==> src/rtl/imem_dmem_arbiter.sv <==
// Arbiter sharing one synchronous-read unified memory between the instruction-fetch
// and load/store ports. Data normally wins; a bounded run of data grants forces a fetch.
module imem_dmem_arbiter #(
  parameter int ADDR_WIDTH = 14,
  parameter int MAX_CONSEC = 4
) (
  input  logic                  clk,
  input  logic                  rst,
  input  logic                  if_req_valid,
  output logic                  if_req_ready,
  input  logic [ADDR_WIDTH-1:0] if_addr,
  output logic                  if_resp_valid,
  output logic [31:0]           if_resp_data,
  input  logic                  d_req_valid,
  output logic                  d_req_ready,
  input  logic [ADDR_WIDTH-1:0] d_addr,
  input  logic [3:0]            d_we,
  input  logic [31:0]           d_wdata,
  output logic                  d_resp_valid,
  output logic [31:0]           d_resp_data,
  output logic                  mem_en,
  output logic [3:0]            mem_we,
  output logic [ADDR_WIDTH-1:0] mem_addr,
  output logic [31:0]           mem_wdata,
  input  logic [31:0]           mem_rdata
);

  typedef enum logic [1:0] {
    OWN_NONE = 2'd0,
    OWN_IF   = 2'd1,
    OWN_D    = 2'd2
  } owner_t;

  localparam logic [3:0] MAX_C = 4'(MAX_CONSEC);

  owner_t     owner_reg, owner_next;
  logic [3:0] consec_reg, consec_next;
  logic       force_if;
  logic       grant_if;
  logic       grant_d;

  always_ff @(posedge clk) begin
    if (!rst) begin
      owner_reg  <= OWN_NONE;
      consec_reg <= 4'd0;
    end else begin
      owner_reg  <= owner_next;
      consec_reg <= consec_next;
    end
  end

  // rst gates the grants so nothing is accepted while reset is held.
  always_comb begin
    force_if = if_req_valid && (consec_reg == MAX_C);
    grant_if = rst && if_req_valid && (force_if || !d_req_valid);
    grant_d  = rst && d_req_valid && !force_if;
  end

  always_comb begin
    consec_next = consec_reg;
    owner_next  = OWN_NONE;
    if (!if_req_valid || grant_if) begin
      consec_next = 4'd0;
    end else if (grant_d) begin
      consec_next = consec_reg + 4'd1;
    end
    if (grant_if) begin
      owner_next = OWN_IF;
    end else if (grant_d && (d_we == 4'b0000)) begin
      owner_next = OWN_D;
    end
  end

  always_comb begin
    if_req_ready = grant_if;
    d_req_ready  = grant_d;
    mem_en       = grant_if || grant_d;
    mem_addr     = grant_d ? d_addr : if_addr;
    mem_we       = grant_d ? d_we : 4'b0000;
    mem_wdata    = d_wdata;
  end

  // A response still owed when reset arrives is suppressed rather than delivered.
  always_comb begin
    if_resp_valid = rst && (owner_reg == OWN_IF);
    d_resp_valid  = rst && (owner_reg == OWN_D);
    if_resp_data  = mem_rdata;
    d_resp_data   = mem_rdata;
  end

endmodule

==> config.mk <==
export PLATFORM = sky130hd
export DESIGN_NAME = imem_dmem_arbiter
export DESIGN_NICKNAME = d
export VERILOG_FILES = /design/src/rtl/imem_dmem_arbiter.sv
export SDC_FILE = /design/constraint.sdc
export NUM_CORES = 1
export LEC_CHECK = 0
export CORE_AREA = 2 2 85 87
export CTS_BUF_LIST = sky130_fd_sc_hd__clkbuf_2
export DETAILED_ROUTE_END_ITERATION = 16
export DIE_AREA = 0 0 87 89
export GPL_TIMING_DRIVEN = 0
export PLACE_DENSITY = 0.72
export SLEW_MARGIN = 40
export SYNTH_ARGS = -nofsm -noshare
export SYNTH_HDL_FRONTEND = slang
export SYNTH_SLANG_ARGS = --single-unit
==> constraint.sdc <==
create_clock -name clk -period 2.4 [get_ports clk]
set_clock_uncertainty 0.2 [all_clocks]
set_input_delay 0.36 -clock clk [delete_from_list [all_inputs] [get_ports clk]]
set_output_delay 0.36 -clock clk [all_outputs]
set_load 0.005 [all_outputs]
; After elaboration in Yosys (flattened, before gate mapping)
; Cells that the tools add are included.
[op_classes]
addsub = 1
eq_ne = 3
n_mux = 4
bitwise = 1
n_reduce_logical = 17
[ops]
columns = op, n
row1 = 14-bit 2-to-1 mux, 1
row2 = 1-bit logical AND, 8
row3 = "4-bit by 1-bit adder with 4-bit output, second input constant", 1
row4 = "4-bit by 3-bit equality test with 1-bit output, second input constant", 1
row5 = 4-bit logical NOT, 1
row6 = 4-bit 2-to-1 mux, 1
row7 = 2-bit OR reduction, 2
row8 = 1-bit logical NOT, 3
row9 = 1-bit logical OR, 3
row10 = "2-bit by 1-bit equality test with 1-bit output, second input constant", 1
row11 = "2-bit equality test, second input constant", 1
row12 = 2-bit 2-to-1 mux, 1
row13 = 1-bit 2-to-1 mux, 1
row14 = 1-bit NOT, 1
[word_totals]
ff_bits = 6
input_bits = 100
output_inout_bits = 119
elab_cells = 29

; Longest topological paths before layout
[logic_depth]
depth_word = 7
ltp_mapped = 6
depth_no_buf = 5

; Worst setup path before layout
; No wires, ideal clock.
[synth_path]
path_kind = reg-to-output
from = reg consec_reg[0]
to = out mem_addr[10]
arrival_time_ps = 1351
required_time_ps = 1840
setup_slack_ps = 489
path_stages_with_launch = 7
n_path_buf = 1
cell_sequence = dfxtp_1 inv_1 ha_1 nand2_1 o311a_4 buf_6 mux2_4
[synth_between]
elab_chain_len = 5
[synth_lines]
columns = item, line
row1 = start: declaration, 37  ; logic [3:0] consec_reg, consec_next;
row2 = start signal: assignment, 48  ; consec_reg <= consec_next;
row3 = 4-bit by 3-bit equality test with 1-bit output, 54  ; force_if = if_req_valid && (consec_reg == MAX_C);
row4 = 1-bit logical AND, 54
row5 = 1-bit logical NOT, 56  ; grant_d = rst && d_req_valid && !force_if;
row6 = 1-bit logical AND, 56
row7 = 14-bit 2-to-1 mux, 78  ; mem_addr = grant_d ? d_addr : if_addr;
row8 = end: declaration, 23  ; output logic [ADDR_WIDTH-1:0] mem_addr,
; No other way between the ends.

; Final worst setup path
[layout_path]
from = reg consec_reg[1]
to = out mem_addr[5]
; The elaborated chain is that of the path after synthesis.

==> run metrics <==
outcome=finished, final reports clean; Final Util=43.2%; Synth cell types=20; CP Class=reg2out; core area=6720 sq um; nets=410; Residual DRC=0; IO buf count=154; arrival time at the worst endpoint=1.76 ns; net count after synthesis=248; Yosys reg bits=6; relative slew slack=83.0%; clk_lat worst skew=0.23 ns; most frequent cells after synthesis=96 x buf_4, 10 x mux2_4, 6 x and3_1, 6 x dfxtp_1, 5 x and2_1; Root Driver=clkbuf_2; Synth area leader=buf_4; worst path cell trace=inv_2, ha_4, nand2_4, o311a_4, clkbuf_16, mux2_4, clkbuf_2; Yosys warnings=0; FFs w/ async S/R, synth=0%; Sequential Area=123 sq um; Pre-antenna DRT Iters=2; final worst path period share=96.8%; Crit. End Element=output pin; critical path fanouts, max=5; Die Y=89 um; Max IR drop VDD=0.158 mV; antenna violations before repair=0; Hold-fix buffers, CTS=0; Antenna Cells=0; global route total overflow=0; FMAX=431 MHz; Final setup violation count=0; vias in the first global route=1230; top-count cell post-synth=buf_4; largest net degree at the start of global routing=11; Hold Vio Cnt, Final=0; clk buf depth=2; startpoint types=register; Hold Path Class=reg2reg; Final min period=2.32 ns; Setup Slack @ Placement=-0.545 ns; number of H-tree levels=1; TritonCTS Buffers=3; total track usage=9.93%; drt total wl=4690 um; CTS tree=done; Die X=87 um; # IOs=219; ys flop type=dfxtp_1; share of layout cells above drive strength 1=47.1%; wire per inst=12.1 um; Max Cap Violations=0; pwr dens=215 nW/um^2; Iter 0 DRT Violations=11; synth-to-layout area growth=134%; CP max stage delay=0.35 ns; max-slew violations=0; gpl congestion=0.687; post-route cell area=2910 sq um; Antenna Violating Nets Remaining=0; Starting Density=18.5%; mean post-synth cell area=8.51 sq um; max FFs per register=4; Post-DP HPWL=4180 um; DIE AREA=7740 sq um; P_leak=1.38 nW; row cnt=30; Final WS setup=0.0774 ns; Power Total=0.000626 W; Area contributors post-synth=buf_4 58%, mux2_4 12%, dfxtp_1 9.7%, mux2_2 3.6%, and3_1 3.0%; first-pass GRT wire length=6050 um; sequential share of the synthesized area=9.67%; routed vias/inst=3.60; clock-pin transition on the worst setup and hold timing paths=0.07 ns; TritonCTS Sinks=6; number of synthesized flops with an enable pin=0; measured slew at the worst slew-check pin=0.255 ns; CP max-delay cell=o311a_4; Crit path required time=1.84 ns; Mapped Cells=146; Post-DP Area=2880 sq um; Yosys top cell area share=58.0%; via count=1389; Multi-input gate area=395 sq um; Filler cells=650; unrepaired setup endpoints after global routing=no; Mapped Area=1240 sq um
## through the flow
stage | instances | hold WS (ns) | TNS (ns)
after floorplan | 146 | 0.306 | 0
after global placement | 380 | 0.331 | -8.51
after detailed placement | 380 | 0.339 | -8.60
after CTS | 384 | 0.353 | -1.49
after global routing | 386 | 0.389 | 0
final | 386 | 0.359 | 0
## layout make-up
cell class                 count  share of cell area [%]
timing repair buffer         157                    51.9
buffer                        98                    26.0
multi-input combinational     39                    13.6
sequential                     6                    4.22
tap                           80                    3.45
clock buffer                   3                   0.517
inverter                       3                   0.388
## report_power, final
part / internal (W) / switching (W) / leakage [nW] / total [W]
clock: 0.0000339 / 0.0000395 / 0.0125 / 0.0000734
combinational: 0.000344 / 0.000106 / 1.32 / 0.000450
sequential: 0.000102 / 0.00000108 / 0.0496 / 0.000103
total: 0.000479 / 0.000147 / 1.38 / 0.000626
## layer usage
metal  vias up  part of all wire, %  GRT usage [%]
met4         0                 0.34           1.70
met5         -                    0              0
met2       103                   56           19.9
met3         2                   12           3.97
met1       594                   31           9.59
li1        690                    -              -
## worst max-delay path: cells and delay by family, from the launching register on
| family | cells | cell delay [ns] |
|---|---|---|
| compound gates | 1 | 0.35 |
| simple gates | 1 | 0.05 |
| buf+inv | 3 | 0.37 |
| fa+ha+maj | 1 | 0.14 |
| flops | 1 | 0.33 |
| mux | 1 | 0.29 |
## cell families (layout without fill, tap and decap cells)
group / Yosys count / in the layout / synth area share [%]
simple gates: 18 / 18 / 8.36
mux: 14 / 14 / 15.7
compound gates: 3 / 3 / 2.72
xor+xnor: 2 / 2 / 1.41
fa+ha+maj: 2 / 2 / 2.01
flops: 6 / 6 / 9.67
buf+inv: 101 / 261 / 60.1
## layout by cell type, fill, tap and decap left out, types with 2 or more instances in the layout
cell             count
clkdlybuf4s50_1    132
buf_4               97
clkbuf_2            15
mux2_4              10
and3_1               6
and2_1               5
mux2_2               4
dfxtp_1              4
buf_2                4
inv_2                3
dlygate4sd2_1        3
buf_6                3
nand2_1              2
xnor2_1              2
dfxtp_2              2
## path summary, 6_finish.rpt
path                  from            end  slack [ns]  depth (start not counted)
min          consec_reg[0]  consec_reg[0]        0.36                          2
max          consec_reg[1]    mem_addr[5]        0.08                          7
max reg2reg  consec_reg[1]  consec_reg[1]        0.70                          7
min reg2reg  consec_reg[0]  consec_reg[0]        0.36                          2
## timing repair
item,CTS,global route
pin swaps,1,2
gates cloned,0,1
setup endpoints to repair,19,19
setup buffers,1,1
resized for setup,39,39
No activity file was read; power rests on OpenSTA's default activity.
